[src/rtl/mbist_mem_collar.sv]
// rtl/mbist_mem_collar.sv - MBIST memory collar arbitrating a register-array SRAM between functional and BIST ports
// Optional read-path stuck-at fault injection: define MBIST_FAULT_INJECT_EN.
module mbist_mem_collar #(
    parameter int  ADDR_WIDTH = 4,
    parameter int  DATA_WIDTH = 8,
    parameter int  CNT_WIDTH  = 8,
    localparam int DEPTH      = 2 ** ADDR_WIDTH,
    localparam int BIT_WIDTH  = $clog2(DATA_WIDTH)
) (
    input  logic                  clk,
    input  logic                  rst,
    input  logic                  bist_mode,
    output logic                  bist_active,
    input  logic                  fn_en,
    input  logic                  fn_we,
    input  logic [ADDR_WIDTH-1:0] fn_addr,
    input  logic [DATA_WIDTH-1:0] fn_wdata,
    output logic [DATA_WIDTH-1:0] fn_rdata,
    input  logic                  req_valid,
    output logic                  req_ready,
    input  logic                  req_we,
    input  logic [ADDR_WIDTH-1:0] req_addr,
    input  logic [DATA_WIDTH-1:0] req_wdata,
    output logic                  rsp_valid,
    input  logic                  rsp_ready,
    output logic [DATA_WIDTH-1:0] rsp_data,
    output logic [CNT_WIDTH-1:0]  acc_cnt,
    input  logic                  fi_en,
    input  logic [ADDR_WIDTH-1:0] fi_addr,
    input  logic [BIT_WIDTH-1:0]  fi_bit,
    input  logic                  fi_val
);

    typedef enum logic [1:0] {
        ST_FUNC,
        ST_BIST,
        ST_DRAIN
    } state_t;

    state_t                  state_q, state_d;
    logic                    bist_active_q, bist_active_d;
    logic                    rsp_valid_q, rsp_valid_d;
    logic [DATA_WIDTH-1:0]   rsp_data_q, rsp_data_d;
    logic [DATA_WIDTH-1:0]   fn_rdata_q, fn_rdata_d;
    logic [CNT_WIDTH-1:0]    acc_cnt_q, acc_cnt_d;
    logic [DATA_WIDTH-1:0]   mem_q [DEPTH];

    logic                    mem_we;
    logic [ADDR_WIDTH-1:0]   mem_waddr;
    logic [DATA_WIDTH-1:0]   mem_wdata;
    logic                    accept;
    logic [DATA_WIDTH-1:0]   rd_word;

    assign req_ready = (state_q == ST_BIST) && (!rsp_valid_q || rsp_ready);
    assign accept    = req_valid && req_ready;

`ifdef MBIST_FAULT_INJECT_EN
    // Stuck-at is applied on the BIST read path only; the stored word stays intact.
    always_comb begin
        rd_word = mem_q[req_addr];
        if (fi_en && (fi_addr == req_addr)) begin
            rd_word[fi_bit] = fi_val;
        end
    end
`else
    logic unused_fi;
    assign unused_fi = ^{fi_en, fi_addr, fi_bit, fi_val};
    assign rd_word   = mem_q[req_addr];
`endif

    always_comb begin
        state_d     = state_q;
        rsp_valid_d = rsp_valid_q;
        rsp_data_d  = rsp_data_q;
        fn_rdata_d  = fn_rdata_q;
        acc_cnt_d   = acc_cnt_q;
        mem_we      = 1'b0;
        mem_waddr   = req_addr;
        mem_wdata   = req_wdata;

        if (accept && (acc_cnt_q != {CNT_WIDTH{1'b1}})) begin
            acc_cnt_d = acc_cnt_q + CNT_WIDTH'(1);
        end
        if (rsp_valid_q && rsp_ready) begin
            rsp_valid_d = 1'b0;
        end
        if (accept) begin
            if (req_we) begin
                mem_we = 1'b1;
            end else begin
                rsp_valid_d = 1'b1;
                rsp_data_d  = rd_word;
            end
        end

        case (state_q)
            ST_FUNC: begin
                if (fn_en) begin
                    if (fn_we) begin
                        mem_we    = 1'b1;
                        mem_waddr = fn_addr;
                        mem_wdata = fn_wdata;
                    end else begin
                        fn_rdata_d = mem_q[fn_addr];
                    end
                end
                if (bist_mode) begin
                    state_d = ST_BIST;
                end
            end
            // Leaving BIST with a response still owed (including one accepted this cycle) must drain first.
            ST_BIST: begin
                if (!bist_mode) begin
                    state_d = rsp_valid_d ? ST_DRAIN : ST_FUNC;
                end
            end
            ST_DRAIN: begin
                if (!rsp_valid_d) begin
                    state_d = ST_FUNC;
                end
            end
            default: state_d = ST_FUNC;
        endcase

        bist_active_d = (state_d != ST_FUNC);
    end

    always_ff @(posedge clk) begin
        if (rst) begin
            state_q       <= ST_FUNC;
            bist_active_q <= 1'b0;
            rsp_valid_q   <= 1'b0;
            rsp_data_q    <= '0;
            fn_rdata_q    <= '0;
            acc_cnt_q     <= '0;
        end else begin
            state_q       <= state_d;
            bist_active_q <= bist_active_d;
            rsp_valid_q   <= rsp_valid_d;
            rsp_data_q    <= rsp_data_d;
            fn_rdata_q    <= fn_rdata_d;
            acc_cnt_q     <= acc_cnt_d;
        end
    end

    // Array contents are deliberately left out of reset.
    always_ff @(posedge clk) begin
        if (mem_we) begin
            mem_q[mem_waddr] <= mem_wdata;
        end
    end

    assign bist_active = bist_active_q;
    assign rsp_valid   = rsp_valid_q;
    assign rsp_data    = rsp_data_q;
    assign fn_rdata    = fn_rdata_q;
    assign acc_cnt     = acc_cnt_q;

endmodule

[config.mk]
export PLATFORM = sky130hd
export DESIGN_NAME = mbist_mem_collar
export DESIGN_NICKNAME = d
export VERILOG_FILES = /design/src/rtl/mbist_mem_collar.sv
export SDC_FILE = /design/constraint.sdc
export NUM_CORES = 1
export LEC_CHECK = 0
export CAP_MARGIN = 20
export CORE_UTILIZATION = 52
export DETAILED_ROUTE_END_ITERATION = 10
export PLACE_DENSITY_LB_ADDON = 0.25
export SLEW_MARGIN = 20
export SYNTH_ARGS = -nofsm -noshare
export SYNTH_HDL_FRONTEND = slang
export SYNTH_SLANG_ARGS = --single-unit
[constraint.sdc]
create_clock -name clk -period 2.2 [get_ports clk]
set_clock_uncertainty 0.2 [all_clocks]
set_input_delay 0.44 -clock clk [delete_from_list [all_inputs] [get_ports clk]]
set_output_delay 0.44 -clock clk [all_outputs]
set_load 0.05 [all_outputs]
# Word-level counts from Yosys, hierarchy flattened
# Memory sizes are Yosys's and may differ from the RTL's. A register that Yosys moved wholly into a read port is not among the register bits.
# Index checks and enable logic that the tools add are counted.
[word_totals]
input_bits = 41
ram_bits = 128
mem_count = 1
ff_bits = 12
word_cells = 42
[memory_table]
columns = ["name", "words", "word_bits", "read_ports", "rd_clocked_by_memory_dff", "wr", "line", "source"]
rows = [
  ["mem_q", 16, 8, 2, 2, 1, "46", "logic [DATA_WIDTH-1:0] mem_q [DEPTH];"],
]
[classes]
mux = 21
eq_ne = 3
n_bitwise = 2
addsub = 1
reduce_logical = 10
[op_table]
columns = ["op", "count"]
rows = [
  ["2-to-1 mux 8 bit", 3],
  ["2-to-1 mux 4 bit", 3],
  ["2-to-1 mux 1 bit", 10],
  ["adder 8 x 1 -> 8 bit (second input constant)", 1],
  ["2-to-1 mux 2 bit", 4],
  ["inequality test 8 bit (second input constant)", 1],
  ["case mux 2 bit (3 select lines)", 1],
  ["logical AND 1 bit", 4],
  ["AND reduction 3 bit", 1],
  ["== test 2 x 1 -> 1 bit (second input constant)", 1],
  ["== test 2 bit (second input constant)", 1],
  ["zero test 2 bit", 1],
  ["NOT 1 bit", 2],
  ["AND reduction 2 bit", 1],
  ["nonzero test 2 bit", 1],
  ["zero test 1 bit", 1],
  ["logical OR 1 bit", 1],
]

# Logic depth before layout (Yosys ltp)
[logic_depth]
ltp_word = 10
mapped_depth = 7
ltp_nobuf = 5

# Least setup slack after synthesis
# No wires, ideal clock.
[synth_timing]
path_kind = "input-to-reg"
from = "input port req_addr[3]"
to = "memory mem_q[8][0] (enable)"
setup_ps = 370
path_slack_ps = -5
cell_stages = 5
arrival_time_ps = 1635
cell_sequence = "buf_2 -> clkbuf_1 -> nor3b_1 -> a31oi_1 -> nor2_1"
[synth_between]
elab_chain_len = 3
[synth_lines]
columns = ["item", "line", "source"]
rows = [
  ["from (decl)", "22", "input logic [ADDR_WIDTH-1:0] req_addr,"],
  ["2-to-1 mux 4 bit", "99", "if (fn_we) begin"],
  ["2-to-1 mux 4 bit", "98", "if (fn_en) begin"],
  ["2-to-1 mux 4 bit *", "96", "case (state_q)"],
  ["to (decl)", "46", ""],
]
# Mark *: on every way between the ends. The rest lies on a longest branch, timed or not.

# Worst setup path in the final report
[layout_timing]
from = "input port fn_en"
to = "memory mem_q[7][3] (enable)"
[layout_between]
elab_chain_len = 4
word_cells_on_any_way = 6
classes_between = "mux: 6"
[layout_lines]
columns = ["item", "line", "source"]
rows = [
  ["from (decl)", "14", "input logic fn_en,"],
  ["2-to-1 mux 1 bit", "98", ""],
  ["2-to-1 mux 1 bit", "96", ""],
  ["2-to-1 mux 1 bit", "148", "if (mem_we) begin"],
  ["2-to-1 mux 1 bit (not written as such)", "149", "mem_q[mem_waddr] <= mem_wdata;"],
]
# Several ways; a longest one is shown, not always the timed one.

==> key figures <==
Logic synthesis
  • Yosys reg bits: 156
  • Synth area leaders: edfxtp_1 (52%), mux4_2 (16%), dfxtp_1 (7.6%)
  • Gate Count Post-Synth: 426
  • Number of flops mapped to enable cells by yosys: 128
  • Syn_area_per_cell: 17.20 sq um
  • Yosys top cell by area: edfxtp_1
  • Net Count, Synth: 468
  • Post-Syn Area: around 7300 sq um
  • Seq/Total Area, Yosys: 60.10%
  • Yosys top cell area share: a little over half
  • Predominant post-synthesis flop cell: edfxtp_1
  • FFs w/ async S/R, synth: 0%
  • Unique masters post-synth: 52
  • Ys Warns: 0

Clocking
  • CTS HTree Levels: 4
  • Clock Path Buffers: 2
  • Clock-pin slew on the worst setup and hold paths: 60 ps
  • Root Driver: clkbuf_16
  • Worst-Skew Late Latency: approximately 420 ps
  • CTS tree: yes
  • Clk sinks: 156
  • TritonCTS buffer count: 17

Power
  • Pleak: 3.350 nW
  • Clock share of power: 43.3%
  • Internal: approximately 0.0054 W
  • VDD IR max: 0.6687 mV
  • Total design power: 0.006990 W
  • Switch Pwr: 0.001547 W
  • Reg power frac: 46.8%
  • Comb power frac: 9.9%
  • Pwr dens: 746.8 nW/um^2
  • Sw Share: about 22%

Final layout
  • Final core occ: 67.70%
  • Final nets: 605
  • Antenna cells: 0
  • Non-Filler Instances: roughly 760
  • Fillers: ~950
  • Layout cell share with drive strength beyond 1: 39.24%
  • Synthesis-to-finish area growth: 27.73%

Global routing
  • Total grt overflow: 0
  • GR Util All Layers: 28.15%
  • Largest net degree at the start of global routing: 32
  • Initial antenna violation count: 0
  • Number of global-route vias before repair: ~4.8k
  • Global-route wire length before repair: 28.41 mm

STA
  • Min Clock Period, post-route: 2218 ps
  • Max-slew headroom: 34.05%
  • FMAX: approximately 450 MHz
  • Worst Slack Setup Final: -17.78 ps
  • Final worst path period share: 100.8%
  • Final setup viols: 5
  • Worst-Margin Slew: 985.6 ps
  • Final hold violations: 0
  • Final Max Slew Viols: 0

Worst setup path
  • Setup crit end kind: flip-flop
  • Req. time, crit path: 2120 ps
  • Startpoint Class: input port
  • Worst EP arrival: 2140 ps
  • Critical path class: input port to flip-flop
  • Largest fanout on the critical path: 15

Outcome
  • Failing checks: setup timing
  • Outcome: finished, violations left

Drt
  • WL per Instance: 25.34 um
  • DRT antenna net count: 0
  • Vias per std cell: 6.300
  • Vias: between 4k and 5k
  • Detailed router's first-iteration violation count: 479
  • DRT Wirelength: 19.16 mm
  • First-pass detailed-route iteration total: 6
  • DRC Markers: 0

Floorplanning
  • Row count: 43
  • Chip Height: 120.7 um
  • Io pins: 68
  • CORE AREA: 13,830 sq um
  • Die X: 120.7 um
  • Initial Utilization: 53.00%
  • Die area: 14,570 sq um

Placed design
  • Port-buffer cells: 58
  • Hpwl dp: 13.53 mm
  • Dpl cells: ~720
  • GP Congestion: slightly above 0.9

Run
  • Max_cap viols: 0

Worst hold path
  • HP Class: flip-flop to flip-flop
final cells by class:
| cell class | count | area (sq um) | area share, % |
|---|---|---|---|
| Sequential cell | 156 | 4409 | 47.11 |
| Timing Repair Buffer | 142 | 1306 | 13.96 |
| Clock buffer | 20 | 456.7 | 4.879 |
| Multi-Input combinational cell | 236 | 2763 | 29.51 |
| Inverter | 10 | 37.54 | 0.4010 |
| Tap cell | 180 | 225.2 | 2.406 |
| Clock inverter | 12 | 162.7 | 1.738 |
flip-flops by register name, indices dropped and copies added, names as in the netlist:
signal	count
fn_rdata	8
rsp_valid	1
acc_cnt	8
state_q	2
rsp_data	8
bist_active	1
mem_q	128
layout by cell type, fill, tap and decap left out, types with 3 or more instances in the layout:
cell,n
a31oi_1,3
nor3b_1,3
clkdlybuf4s50_1,28
or3_1,4
o21ai_0,4
mux2i_1,16
bufinv_16,3
mux2_2,24
a21oi_1,5
clkinv_4,4
nand2_1,15
a22oi_1,8
mux4_1,12
dfxtp_1,26
o31a_1,3
o221ai_1,8
nand3_1,12
dlygate4sd2_1,13
buf_6,3
buf_12,11
nor3_1,4
o21ai_1,8
nor2_1,19
mux4_2,51
inv_1,8
buf_4,83
edfxtp_1,128
nor2_2,5
clkbuf_16,17
cells by family after synthesis:
logic type / synth area share, %
flops: 60.10
mux: 26.19
compound gates: 4.695
buf+inv: 2.664
fa+ha+maj: 0.1707
simple gates: 6.181
power groups by stage:
stage          sequential (W)  clock (W)  combinational, W
2_1_floorplan         0.00338          0          0.000354
3_3_place_gp          0.00333          0          0.000672
3_5_place_dp          0.00333          0          0.000684
4_1_cts               0.00327    0.00308          0.000686
5_1_grt               0.00327    0.00318          0.000730
6_report              0.00327    0.00303          0.000692
path summary, 6_finish.rpt:
check	start	slack (ps)	cells past startpoint	to
setup / recovery	fn_en	-20	7	mem_q[7][3]
hold / removal	fn_rdata[2]	290	2	fn_rdata[2]
setup reg to reg	state_q[1]	0	6	mem_q[7][3]
hold reg to reg	fn_rdata[2]	290	2	fn_rdata[2]
Yosys cell counts (all sizes together) (3+ instances only):
cell / instances
edfxtp: 128
mux4: 64
dfxtp: 28
mux2: 24
nor2: 24
mux2i: 16
buf: 15
nand2: 15
nand3: 13
o21ai: 12
inv: 10
clkbuf: 9
a22oi: 8
o221ai: 8
nor3: 6
a21oi: 5
a31oi: 4
or3: 4
nand2b: 3
nor3b: 3
o31a: 3
metrics by stage:
step / setup WS (ps) / cell area (sq um) / TNS (ps) / hold slack [ps]
floorplan: -5.111 / 7328 / -81.78 / 279.8
global placement: -366.8 / 8702 / -60180 / 286.2
detailed placement: -385.1 / 8702 / -65780 / 284.6
CTS: 1.576 / 9310 / 0 / 293.4
global route: -35.72 / 9360 / -188.2 / 323.0
finish: -17.78 / 9360 / -76.04 / 289.1
what timing repair did:
item / in CTS / in global routing
hold buffers: 0 / 0
gates resized for setup: 15 / 15
pin swaps: 1 / 5
setup endpoints to repair: 88 / 118
setup buffers: 0 / 0
hold endpoints to repair: 0 / 0
worst max-delay path: stages:
cell             delay, ps
clkdlybuf4s50_1        410
and4bb_2               260
buf_12                 160
nor3b_1                270
a31oi_2                130
nor2_1                 220
buf_4                  240
routing by layer:
layer | vias to the layer above | wire length (um) | GRT usage, %
li1 | 2064 | - | -
met1 | 2375 | 7132 | 34.86
met2 | 258 | 9614 | 46.05
met3 | 66 | 1617 | 6.321
met4 | 0 | 792 | 15.66
met5 | - | 0 | 0
No activity file was read; power rests on OpenSTA's default activity.
